<file path="config.mk">
export PLATFORM = sky130hd
export DESIGN_NAME = mem_arbiter
export DESIGN_NICKNAME = d
export VERILOG_FILES = /design/src/rtl/mem_arb_pkg.sv /design/src/rtl/mem_arb_byte_asm.sv /design/src/rtl/mem_arbiter.sv
export SDC_FILE = /design/constraint.sdc
export NUM_CORES = 1
export LEC_CHECK = 0
export CAP_MARGIN = 20
export CORE_AREA = 2 2 134 136
export DETAILED_ROUTE_END_ITERATION = 10
export DIE_AREA = 0 0 136 138
export PLACE_DENSITY = 0.79
export SYNTH_ARGS = -nofsm -noshare
export SYNTH_HDL_FRONTEND = slang
export SYNTH_SLANG_ARGS = --single-unit
</file>
<file path="constraint.sdc">
create_clock -name clk -period 4.6 [get_ports clk]
set_input_delay 0.92 -clock clk [delete_from_list [all_inputs] [get_ports clk]]
set_output_delay 0.92 -clock clk [all_outputs]
set_load 0.05 [all_outputs]
</file>
<file path="src/rtl/mem_arb_pkg.sv">
// Shared encodings for mem_arbiter: FSM state codes, ls_size codes and transfer lengths.
package mem_arb_pkg;

  typedef logic [1:0] state_t;

  localparam state_t StIdle = 2'd0;
  localparam state_t StIfRd = 2'd1;
  localparam state_t StLsRd = 2'd2;
  localparam state_t StLsWr = 2'd3;

  localparam logic [1:0] SizeByte = 2'b00;
  localparam logic [1:0] SizeHalf = 2'b01;
  localparam logic [1:0] SizeWord = 2'b10;

  localparam logic [2:0] LenByte = 3'd1;
  localparam logic [2:0] LenHalf = 3'd2;
  localparam logic [2:0] LenWord = 3'd4;

  // Size code 11 falls through to a full word.
  function automatic logic [2:0] size_to_len(input logic [1:0] size);
    case (size)
      SizeByte: return LenByte;
      SizeHalf: return LenHalf;
      default:  return LenWord;
    endcase
  endfunction

endpackage

</file>
<file path="src/rtl/mem_arb_byte_asm.sv">
// Inserts a RAM byte at lane pos_i of the accumulator and extends the result to 32 bits
// according to the transfer length, zero- or sign-filling the upper bits.
module mem_arb_byte_asm import mem_arb_pkg::*; (
  input  logic [31:0] acc_i,
  input  logic [7:0]  byte_i,
  input  logic [1:0]  pos_i,
  input  logic [2:0]  len_i,
  input  logic        sext_i,
  output logic [31:0] word_o,
  output logic [31:0] ext_o
);

  always_comb begin
    word_o = acc_i;
    word_o[{pos_i, 3'b000} +: 8] = byte_i;
    case (len_i)
      LenByte: ext_o = {{24{sext_i & word_o[7]}}, word_o[7:0]};
      LenHalf: ext_o = {{16{sext_i & word_o[15]}}, word_o[15:0]};
      default: ext_o = word_o;
    endcase
  end

endmodule

</file>
<file path="src/rtl/mem_arbiter.sv">
// Byte-serial RAM arbiter between instruction fetch and load/store ports.
// Optional MEM_ARB_ROUND_ROBIN_EN alternates grants on simultaneous requests.
module mem_arbiter import mem_arb_pkg::*; (
  input  logic        clk,
  input  logic        rst,
  input  logic        rdy_i,
  input  logic        flush_i,
  input  logic        if_req_i,
  input  logic [31:0] if_addr_i,
  output logic        if_done_o,
  output logic [31:0] if_data_o,
  input  logic        ls_req_i,
  input  logic        ls_we_i,
  input  logic [1:0]  ls_size_i,
  input  logic        ls_signed_i,
  input  logic [31:0] ls_addr_i,
  input  logic [31:0] ls_wdata_i,
  output logic        ls_done_o,
  output logic [31:0] ls_rdata_o,
  input  logic [7:0]  mem_din_i,
  output logic [7:0]  mem_dout_o,
  output logic [31:0] mem_a_o,
  output logic        mem_wr_o
);

  state_t      state_q, state_d;
  logic [2:0]  cnt_q, cnt_d, n_q, n_d;
  logic [31:0] addr_q, addr_d, wdata_q, wdata_d, acc_q, acc_d;
  logic        sext_q, sext_d;
  logic        if_done_q, if_done_d, ls_done_q, ls_done_d;
  logic [31:0] if_data_q, if_data_d, ls_rdata_q, ls_rdata_d;
  logic        grant_ls, grant_if, reading;
  logic [2:0]  off;
  logic [1:0]  pos;
  logic [31:0] asm_word, asm_ext;

`ifdef MEM_ARB_ROUND_ROBIN_EN
  // rr_last_q set means the most recent grant went to LS.
  logic rr_last_q, rr_last_d;
  assign grant_ls = ls_req_i & (~if_req_i | ~rr_last_q);

  always_comb begin
    rr_last_d = rr_last_q;
    if (state_q == StIdle && !flush_i && (ls_req_i || if_req_i)) rr_last_d = grant_ls;
  end

  always_ff @(posedge clk) begin
    if (rst)        rr_last_q <= 1'b0;
    else if (rdy_i) rr_last_q <= rr_last_d;
  end
`else
  assign grant_ls = ls_req_i;
`endif
  assign grant_if = if_req_i & ~grant_ls;

  // Byte captured at the end of a read cycle belongs to the address issued one cycle earlier.
  assign pos = 2'(cnt_q - 3'd1);

  mem_arb_byte_asm u_byte_asm (
    .acc_i  (acc_q),
    .byte_i (mem_din_i),
    .pos_i  (pos),
    .len_i  (n_q),
    .sext_i (sext_q),
    .word_o (asm_word),
    .ext_o  (asm_ext)
  );

  assign reading = (state_q == StIfRd) || (state_q == StLsRd);
  // While stalled, re-present the in-flight read address so the byte is valid on resume.
  assign off = (reading && !rdy_i) ? cnt_q - 3'd1 : cnt_q;

  always_comb begin
    mem_a_o    = '0;
    mem_dout_o = '0;
    if (state_q != StIdle && off < n_q) mem_a_o = addr_q + {29'd0, off};
    if (state_q == StLsWr) mem_dout_o = wdata_q[{cnt_q[1:0], 3'b000} +: 8];
  end

  assign mem_wr_o   = (state_q == StLsWr) & rdy_i;
  assign if_done_o  = if_done_q & rdy_i;
  assign ls_done_o  = ls_done_q & rdy_i;
  assign if_data_o  = if_data_q;
  assign ls_rdata_o = ls_rdata_q;

  always_comb begin
    state_d    = state_q;
    cnt_d      = cnt_q;
    n_d        = n_q;
    addr_d     = addr_q;
    wdata_d    = wdata_q;
    sext_d     = sext_q;
    acc_d      = acc_q;
    if_data_d  = if_data_q;
    ls_rdata_d = ls_rdata_q;
    if_done_d  = 1'b0;
    ls_done_d  = 1'b0;
    case (state_q)
      StIdle: begin
        if (!flush_i && (grant_ls || grant_if)) begin
          cnt_d = '0;
          acc_d = '0;
          if (grant_ls) begin
            state_d = ls_we_i ? StLsWr : StLsRd;
            addr_d  = ls_addr_i;
            n_d     = size_to_len(ls_size_i);
            wdata_d = ls_wdata_i;
            sext_d  = ls_signed_i;
          end else begin
            state_d = StIfRd;
            addr_d  = if_addr_i;
            n_d     = LenWord;
            wdata_d = '0;
            sext_d  = 1'b0;
          end
        end
      end
      StIfRd, StLsRd: begin
        if (flush_i) begin
          state_d = StIdle;
          cnt_d   = '0;
        end else begin
          cnt_d = cnt_q + 3'd1;
          if (cnt_q != 3'd0) acc_d = asm_word;
          if (cnt_q == n_q) begin
            state_d = StIdle;
            cnt_d   = '0;
            if (state_q == StIfRd) begin
              if_done_d = 1'b1;
              if_data_d = asm_ext;
            end else begin
              ls_done_d  = 1'b1;
              ls_rdata_d = asm_ext;
            end
          end
        end
      end
      StLsWr: begin
        cnt_d = cnt_q + 3'd1;
        if (cnt_q == n_q - 3'd1) begin
          state_d    = StIdle;
          cnt_d      = '0;
          ls_done_d  = 1'b1;
          ls_rdata_d = '0;
        end
      end
      default: state_d = StIdle;
    endcase
  end

  always_ff @(posedge clk) begin
    if (rst) begin
      state_q    <= StIdle;
      cnt_q      <= '0;
      n_q        <= '0;
      addr_q     <= '0;
      wdata_q    <= '0;
      sext_q     <= 1'b0;
      acc_q      <= '0;
      if_data_q  <= '0;
      ls_rdata_q <= '0;
      if_done_q  <= 1'b0;
      ls_done_q  <= 1'b0;
    end else if (rdy_i) begin
      state_q    <= state_d;
      cnt_q      <= cnt_d;
      n_q        <= n_d;
      addr_q     <= addr_d;
      wdata_q    <= wdata_d;
      sext_q     <= sext_d;
      acc_q      <= acc_d;
      if_data_q  <= if_data_d;
      ls_rdata_q <= ls_rdata_d;
      if_done_q  <= if_done_d;
      ls_done_q  <= ls_done_d;
    end
  end

endmodule

</file>
==> flow_metrics.py, run 1 <==
metrics = {
    "clock_tree": {
        "cts_made_buffers": 17,
        "htreeDepth": 4,
        "clk_pin_slew_ps": 60,
        "cts_hold_buf": 0,
        "cts_tree": "built",
        "cts_root_buf": "clkbuf_16",
        "cts_sinks": 171,
        "clockBufferDepth": 2,
        "clk_latency_ps": 430,
    },
    "status": {
        "status": "finished clean",
    },
    "sta": {
        "setup-violations-final": 0,
        "finalHoldViolations": 0,
        "rsz0062_at_grt": "no",
        "clock_skew_ps": 10.4,
        "min_period_ps": 4370,
        "setup-tns-final_ps": 0,
        "tightest_slew_ps": 1020,
        "maxSlewViolCount": 0,
        "fmax_mhz": 229,
        "fin_crit_sh": 0.949,
        "relSlewSlack": 0.321,
        "holdWs_ps": 447,
    },
    "worst_setup_path": {
        "worstPathRequired_ps": 3680,
        "rr_worst_depth": 8,
        "rr_startpoint": "state_q[0]",
        "crit_chain": "clkdlybuf4s50_1 -> nand2b_1 -> o21ai_1 -> ha_1 -> a211oi_1 -> nor3_1 -> buf_4 -> and3_1 -> xnor2_1 -> nor2_1 -> buf_12",
        "cp_top_family": "buffers and inverters",
        "critical_path_class": "in -> out",
        "crit_slowest_cell": "clkdlybuf4s50_1",
        "reg2reg_slack_ps": 1520,
        "path_buf_inv": 3,
        "r2r-end": "ls_rdata_o[24]",
        "cpPeakStageDelay_ps": 460,
        "path_depth": 11,
        "cp-start-kind": "primary input",
        "crit_fanout": 14,
        "arrival_ps": 3450,
        "endpoint_kind": "output port",
    },
    "global_routing": {
        "grt_antenna_before_repair": 1,
        "grt_util_all_layers": 0.253,
        "grt_pass1_vias": 7251,
        "grt-ovfl-total": 0,
        "grt_max_degree": 101,
        "grt_pass1_wl_um": 38100,
    },
    "floorplan": {
        "ioPinCount": 221,
        "die_h_um": 138,
        "die-area_sq_um": 18800,
        "initial_core_util": 0.475,
        "coreArea_sq_um": 17500,
        "die_x_um": 136,
        "rows": 49,
    },
    "worst_hold_path": {
        "hold_class": "reg -> reg",
        "hold_start": "acc_q[5]",
        "holdPathStages": 2,
        "holdPathEnd": "acc_q[5]",
    },
    "synthesis": {
        "synth_cells": 950,
        "synth_cell_type_count": 51,
        "synth_nets": 1082,
        "synth-async-reset-ratio": 0,
        "syn_area_per_cell_sq_um": 8.76,
        "synth.cell_area_sq_um": 8320,
        "seq_area_frac_synth": 0.411,
        "yosys_warnings": 0,
        "synth-seq-cells": 171,
        "synth-edff-count": 0,
        "synth_flop_cell": "dfxtp_1",
    },
    "power": {
        "ir_drop_v": 0.000263,
        "power_leakage_nw": 4.06,
        "powerDensity_nw_per_um2": 297,
    },
    "finish": {
        "nFillCells": 1475,
        "layout-drive-gt1-share": 0.101,
        "multiInputGateArea_sq_um": 4550,
        "regArea_sq_um": 3420,
        "fin_cells": 1374,
        "nets": 1263,
        "area_growth_pct": 38.6,
        "postLayoutCellArea_sq_um": 11500,
    },
    "placement": {
        "io_buffers": 220,
        "dp_cells": 1340,
        "hpwl_um": 16600,
        "post_dp_cell_area_sq_um": 10900,
        "gp_congestion": 0.861,
    },
    "drt": {
        "num_vias": 7586,
        "vias_per_cell": 5.52,
        "drt-initial-drc-count": 467,
        "postRouteAntennaNets": 0,
        "wl_per_cell_um": 17.3,
        "wl_um": 23700,
        "firstDrtPassIters": 5,
        "drc": 0,
    },
    "job": {
        "max_cap_viol_count": 0,
    },
}
==> layout by cell type (no fill, tap or decap), types with 16 or more instances in the layout <==
cell type / n
mux2_2: 16
mux2i_1: 40
a21oi_1: 79
nand3_1: 48
ha_1: 17
xor2_1: 28
buf_4: 18
buf_12: 32
o2bb2ai_1: 16
clkdlybuf4s50_1: 186
clkbuf_16: 17
a211oi_1: 59
nor2_1: 127
a22o_1: 23
dfxtp_1: 171
nand2_1: 69
==> synthesized netlist by cell type, drive strengths merged, types with 2 or more instances <==
master / n / share of area
nand2: 69 / 0.031
o21ai: 12 / 0.0072
nor3b: 3 / 0.0027
or3: 8 / 0.0060
nand4b: 3 / 0.0032
clkbuf: 59 / 0.027
and4: 7 / 0.0074
o2bb2ai: 16 / 0.017
a21oi: 79 / 0.048
a22o: 23 / 0.024
nand3: 48 / 0.029
buf: 16 / 0.010
ha: 17 / 0.026
nor3: 11 / 0.0066
nor2b: 14 / 0.011
inv: 15 / 0.0068
nand3b: 12 / 0.011
nor4: 3 / 0.0048
and2: 13 / 0.0098
a31oi: 12 / 0.0090
nand4: 10 / 0.0075
nor2: 128 / 0.058
a22oi: 10 / 0.0090
xor2: 28 / 0.029
mux4: 8 / 0.022
and3: 9 / 0.0068
o31ai: 2 / 0.0035
a211oi: 59 / 0.053
dfxtp: 171 / 0.41
mux2: 16 / 0.022
nand2b: 8 / 0.0060
xnor2: 9 / 0.0095
o2111ai: 2 / 0.0042
mux2i: 40 / 0.048
==> state kept, by name, summed over array words and instances (netlist names) <==
name and cells:
acc_q 32, addr_q 32, cnt_q 3, if_data_o 32, if_done_q 1, ls_done_q 1, ls_rdata_o 32, n_q 3
sext_q 1, state_q 2, wdata_q 32
==> final cells by class <==
cell class                      count  share of cell area
Antenna cell                        2            0.000434
Multi-Input combinational cell    689               0.394
Timing Repair Buffer              237               0.229
Inverter                           15             0.00488
Sequential cell                   171               0.297
Tap cell                          229              0.0248
Clock inverter                     12              0.0122
Clock buffer                       19              0.0375
==> how the worst max path moves through the flow <==
| stage | slack [ps] | to | from |
|---|---|---|---|
| floorplan | 200 | mem_a_o[21] | state_q[0] |
| global placement | 280 | mem_a_o[7] | rdy_i |
| detailed placement | 70 | mem_a_o[7] | rdy_i |
| CTS | 60 | mem_a_o[7] | rdy_i |
| global route | 20 | mem_a_o[24] | rdy_i |
| finish | 230 | mem_a_o[7] | rdy_i |
==> worst register-to-register path, delay by kind of cell (launching register included) <==
family,cells,cell delay [ps]
compound gates,1,300
buf+inv,2,310
simple gates,4,1700
flops,1,390
fa+ha+maj,1,310
==> routing by layer <==
layer	part of all wire	routed length (um)	vias up	GRT usage
met1	0.44	10500	3575	0.339
li1	-	-	3762	-
met3	0.056	1330	24	0.0403
met5	0	0	-	0
met4	0.014	342	0	0.0768
met2	0.49	11500	225	0.417
==> power breakdown <==
| group | internal, mW | switching [mW] | leakage, nW |
|---|---|---|---|
| Sequential | 1.52 | 0.0380 | 1.38 |
| Clock | 0.807 | 0.607 | 0.282 |
| Combinational | 0.204 | 0.245 | 2.39 |
==> timing repair <==
| item | 4_1_cts | 5_1_grt |
|---|---|---|
| buffers inserted | 0 | 0 |
| resized for setup | 0 | 2 |
| setup endpoints to repair | 0 | 16 |
==> cell families after synthesis <==
logic type | after synthesis | share of synthesized area
flip-flops | 171 | 0.411
multiplexers | 64 | 0.0914
buffers and inverters | 90 | 0.0438
AO/OA/AOI/OAI | 220 | 0.180
AND/OR/NAND/NOR | 349 | 0.204
adder cells (fa/ha/maj) | 18 | 0.0280
XOR/XNOR | 38 | 0.0418
==> metrics by stage <==
step | total power, mW | worst slack (ps) | utilization
2_1_floorplan | 1.83 | 203 | -
4_1_cts | 3.45 | 57.5 | 0.657
6_report | 3.42 | 234 | 0.658
5_1_grt | 3.55 | 16.3 | 0.658
3_3_place_gp | 2.03 | 281 | 0.624
3_5_place_dp | 2.04 | 67.0 | 0.624
(Power assumes the default switching activity.)
==> inputs of run 2 (changes only) <==
Settings changed: CORE_AREA 2 2 134 136 to 2 2 136 138, DIE_AREA 0 0 136 138 to 0 0 138 140, PLACE_DENSITY 0.79 to 0.8, SYNTH_HIERARCHICAL set to 1.
Clock period 4.6 ns to 4.69 ns, I/O delays scaled along.
==> run 2 against run 1 <==
  * Combinational power increased by 2%
  * Largest cell class unchanged
  * Die area increased by 2.9%
  * Critical endpoint is now mem_a_o[31]
  * Largest power group unchanged
  * Critical path depth unchanged
  * Sequential share of layout area decreased by 0.92 points
==> flow_metrics.py, run 2 <==
metrics = {
    "clock_tree": {
        "cts_made_buffers": 17,
        "cts_tree": "built",
        "clockBufferDepth": 2,
        "cts_root_buf": "clkbuf_16",
        "cts_hold_buf": 0,
        "clk_latency_ps": 430,
        "clk_pin_slew_ps": 70,
        "htreeDepth": 4,
        "cts_sinks": 171,
    },
    "synthesis": {
        "synth-edff-count": 0,
        "syn_area_per_cell_sq_um": 8.72,
        "yosys.area_share.simple": 0.196,
        "seq_area_frac_synth": 0.393,
        "synth_cell_type_count": 62,
        "yosys.area.top_type": "dfxtp_1",
        "synth_cells": 999,
        "yosys_warnings": 6,
        "synth_nets": 1131,
        "yosys-top-cells-area": "dfxtp_1, mux2i_1, nand3_1",
        "synth-seq-cells": 171,
        "synth_xor_area_frac": 0.0359,
        "synth-async-reset-ratio": 0,
        "synth.area.mux_share": 0.0991,
        "post-synth-top-count-cell": "dfxtp_1",
        "synth.cell_area_sq_um": 8720,
        "yosys-top-cells-count": "dfxtp_1, nor2_1, nand3_1, a21oi_1, mux2i_1",
        "synth_fa_ha_area_frac": 0.0267,
        "synth_flop_cell": "dfxtp_1",
        "synth_top_area_frac": 0.393,
        "synth_top_family_by_area": "simple AND/OR/NAND/NOR gates",
        "synth_compound_area_frac": 0.174,
    },
    "placement": {
        "gp_congestion": 0.867,
        "hpwl_um": 17200,
        "io_buffers": 220,
        "place_ws_ps": -394,
    },
    "worst_hold_path": {
        "holdPathStages": 2,
        "hold_class": "reg -> reg",
        "hold_start": "wdata_q[31]",
        "holdPathEnd": "wdata_q[31]",
    },
    "power": {
        "p_sw_frac": 0.257,
        "ir_drop_v": 0.000243,
        "power_leakage_nw": 4.32,
        "internal_power_mw": 2.57,
        "p_switching_uw": 891,
        "comb_power_share": 0.132,
        "powerDensity_nw_per_um2": 291,
        "sequentialPowerShare": 0.441,
        "p_clk_frac": 0.427,
    },
    "floorplan": {
        "ioPinCount": 221,
        "die_h_um": 140,
        "die-area_sq_um": 19300,
        "die_x_um": 138,
        "coreArea_sq_um": 17800,
        "rows": 49,
        "initial_core_util": 0.490,
    },
    "finish": {
        "layout-drive-gt1-share": 0.103,
        "num_antenna_cells": 0,
        "layout.cells.most_common": "clkdlybuf4s50_1",
        "area_growth_pct": 36.5,
        "postLayoutCoreUtil": 0.669,
        "nets": 1301,
        "final_cell_mix": "clkdlybuf4s50_1, dfxtp_1, nor2_1, nand3_1, a21oi_1",
    },
    "global_routing": {
        "grt_pass1_wl_um": 40400,
        "grt_antenna_before_repair": 0,
        "grt_util_all_layers": 0.254,
        "grt_max_degree": 101,
        "grt_pass1_vias": 7839,
        "grt-ovfl-total": 0,
    },
    "job": {
        "max_cap_viol_count": 0,
    },
    "sta": {
        "finalHoldViolations": 0,
        "fmax_mhz": 221,
        "setup-violations-final": 0,
        "maxSlewViolCount": 0,
        "min_period_ps": 4530,
        "relSlewSlack": 0.308,
        "tightest_slew_ps": 1040,
        "clock_skew_ps": 9.52,
        "fin_crit_sh": 0.966,
        "holdWs_ps": 449,
        "setup_ws_ps": 160,
    },
    "worst_setup_path": {
        "reg2reg_slack_ps": 1520,
        "rr_startpoint": "cnt_q[1]",
        "r2r-end": "if_data_o[18]",
        "rr_worst_depth": 10,
        "crit_fanout": 9,
        "endpoint_kind": "output port",
        "critical_path_class": "in -> out",
        "arrival_ps": 3590,
        "worstPathRequired_ps": 3750,
        "cp-start-kind": "primary input",
    },
    "drt": {
        "firstDrtPassIters": 7,
        "wl_um": 24600,
        "postRouteAntennaNets": 0,
        "wl_per_cell_um": 17.4,
        "num_vias": 7907,
        "vias_per_cell": 5.60,
        "drc": 0,
        "drt-initial-drc-count": 638,
    },
    "status": {
        "status": "finished clean",
    },
}
[run 2: worst max-delay path, stage by stage]
cell and delay [ps]:
clkdlybuf4s50_1 500, nand2b_1 240, nand2_1 80, o21ai_1 130
ha_1 310, a21oi_1 90, o22ai_2 170, nand3_2 210
or3_1 430, a21oi_1 300, buf_12 180
[run 2: final cells by class]
class / instances / area, sq um
fillers: 1430 / 5880
well taps: 229 / 287
clock inverters: 12 / 160
inverters: 58 / 218
multi-input cells: 681 / 4690
flip-flops and latches: 171 / 3420
clock buffers: 20 / 457
repair buffers: 240 / 2670
[run 2: worst max-delay path by stage]
stage / to / start / cells after the start / slack (ps)
floorplan: mem_a_o[25] / rdy_i / 10 / 6
global placement: mem_a_o[28] / rdy_i / 10 / -270
detailed placement: mem_a_o[24] / rdy_i / 10 / -390
CTS: mem_a_o[25] / rdy_i / 11 / 50
global route: mem_a_o[29] / rdy_i / 12 / -2
finish: mem_a_o[31] / rdy_i / 11 / 160
[run 2: per-layer routing]
metal | vias up | wire [um] | global-route usage
li1 | 3857 | - | -
met3 | 23 | 1860 | 0.0821
met2 | 267 | 11900 | 0.427
met5 | - | 0 | 0
met4 | 0 | 305 | 0.0575
met1 | 3760 | 10500 | 0.320
[run 2: repair_timing]
| item | in CTS | in global routing |
|---|---|---|
| setup endpoints to repair | 13 | 15 |
| buffers inserted | 0 | 1 |
| cloned | 0 | 0 |
| pin swaps | 1 | 1 |
| gates resized for setup | 2 | 4 |
[run 2: power groups by stage]
stage / combinational, mW / sequential (mW) / clock [mW]
after CTS: 0.456 / 1.53 / 1.50
after detailed placement: 0.454 / 1.56 / 0
after global placement: 0.446 / 1.56 / 0
after floorplan: 0.258 / 1.56 / 0
after global routing: 0.497 / 1.53 / 1.57
final: 0.457 / 1.53 / 1.48
[run 2: cells by family (layout without fill, tap and decap cells)]
group,after synthesis,count (layout)
buf+inv,147,330
mux,75,75
xor+xnor,34,34
compound gates,220,220
simple gates,334,334
flops,171,171
fa+ha+maj,18,18
[run 2: stage by stage]
| stage | power, mW | cell area [sq um] | instances | TNS [ps] |
|---|---|---|---|---|
| 5_1_grt | 3.59 | 11900 | 1411 | -2.13 |
| 3_3_place_gp | 2.00 | 11300 | 1378 | -2480 |
| 4_1_cts | 3.48 | 11900 | 1410 | 0 |
| 2_1_floorplan | 1.81 | 8720 | 999 | 0 |
| 3_5_place_dp | 2.01 | 11300 | 1378 | -3770 |
| 6_report | 3.46 | 11900 | 1411 | 0 |
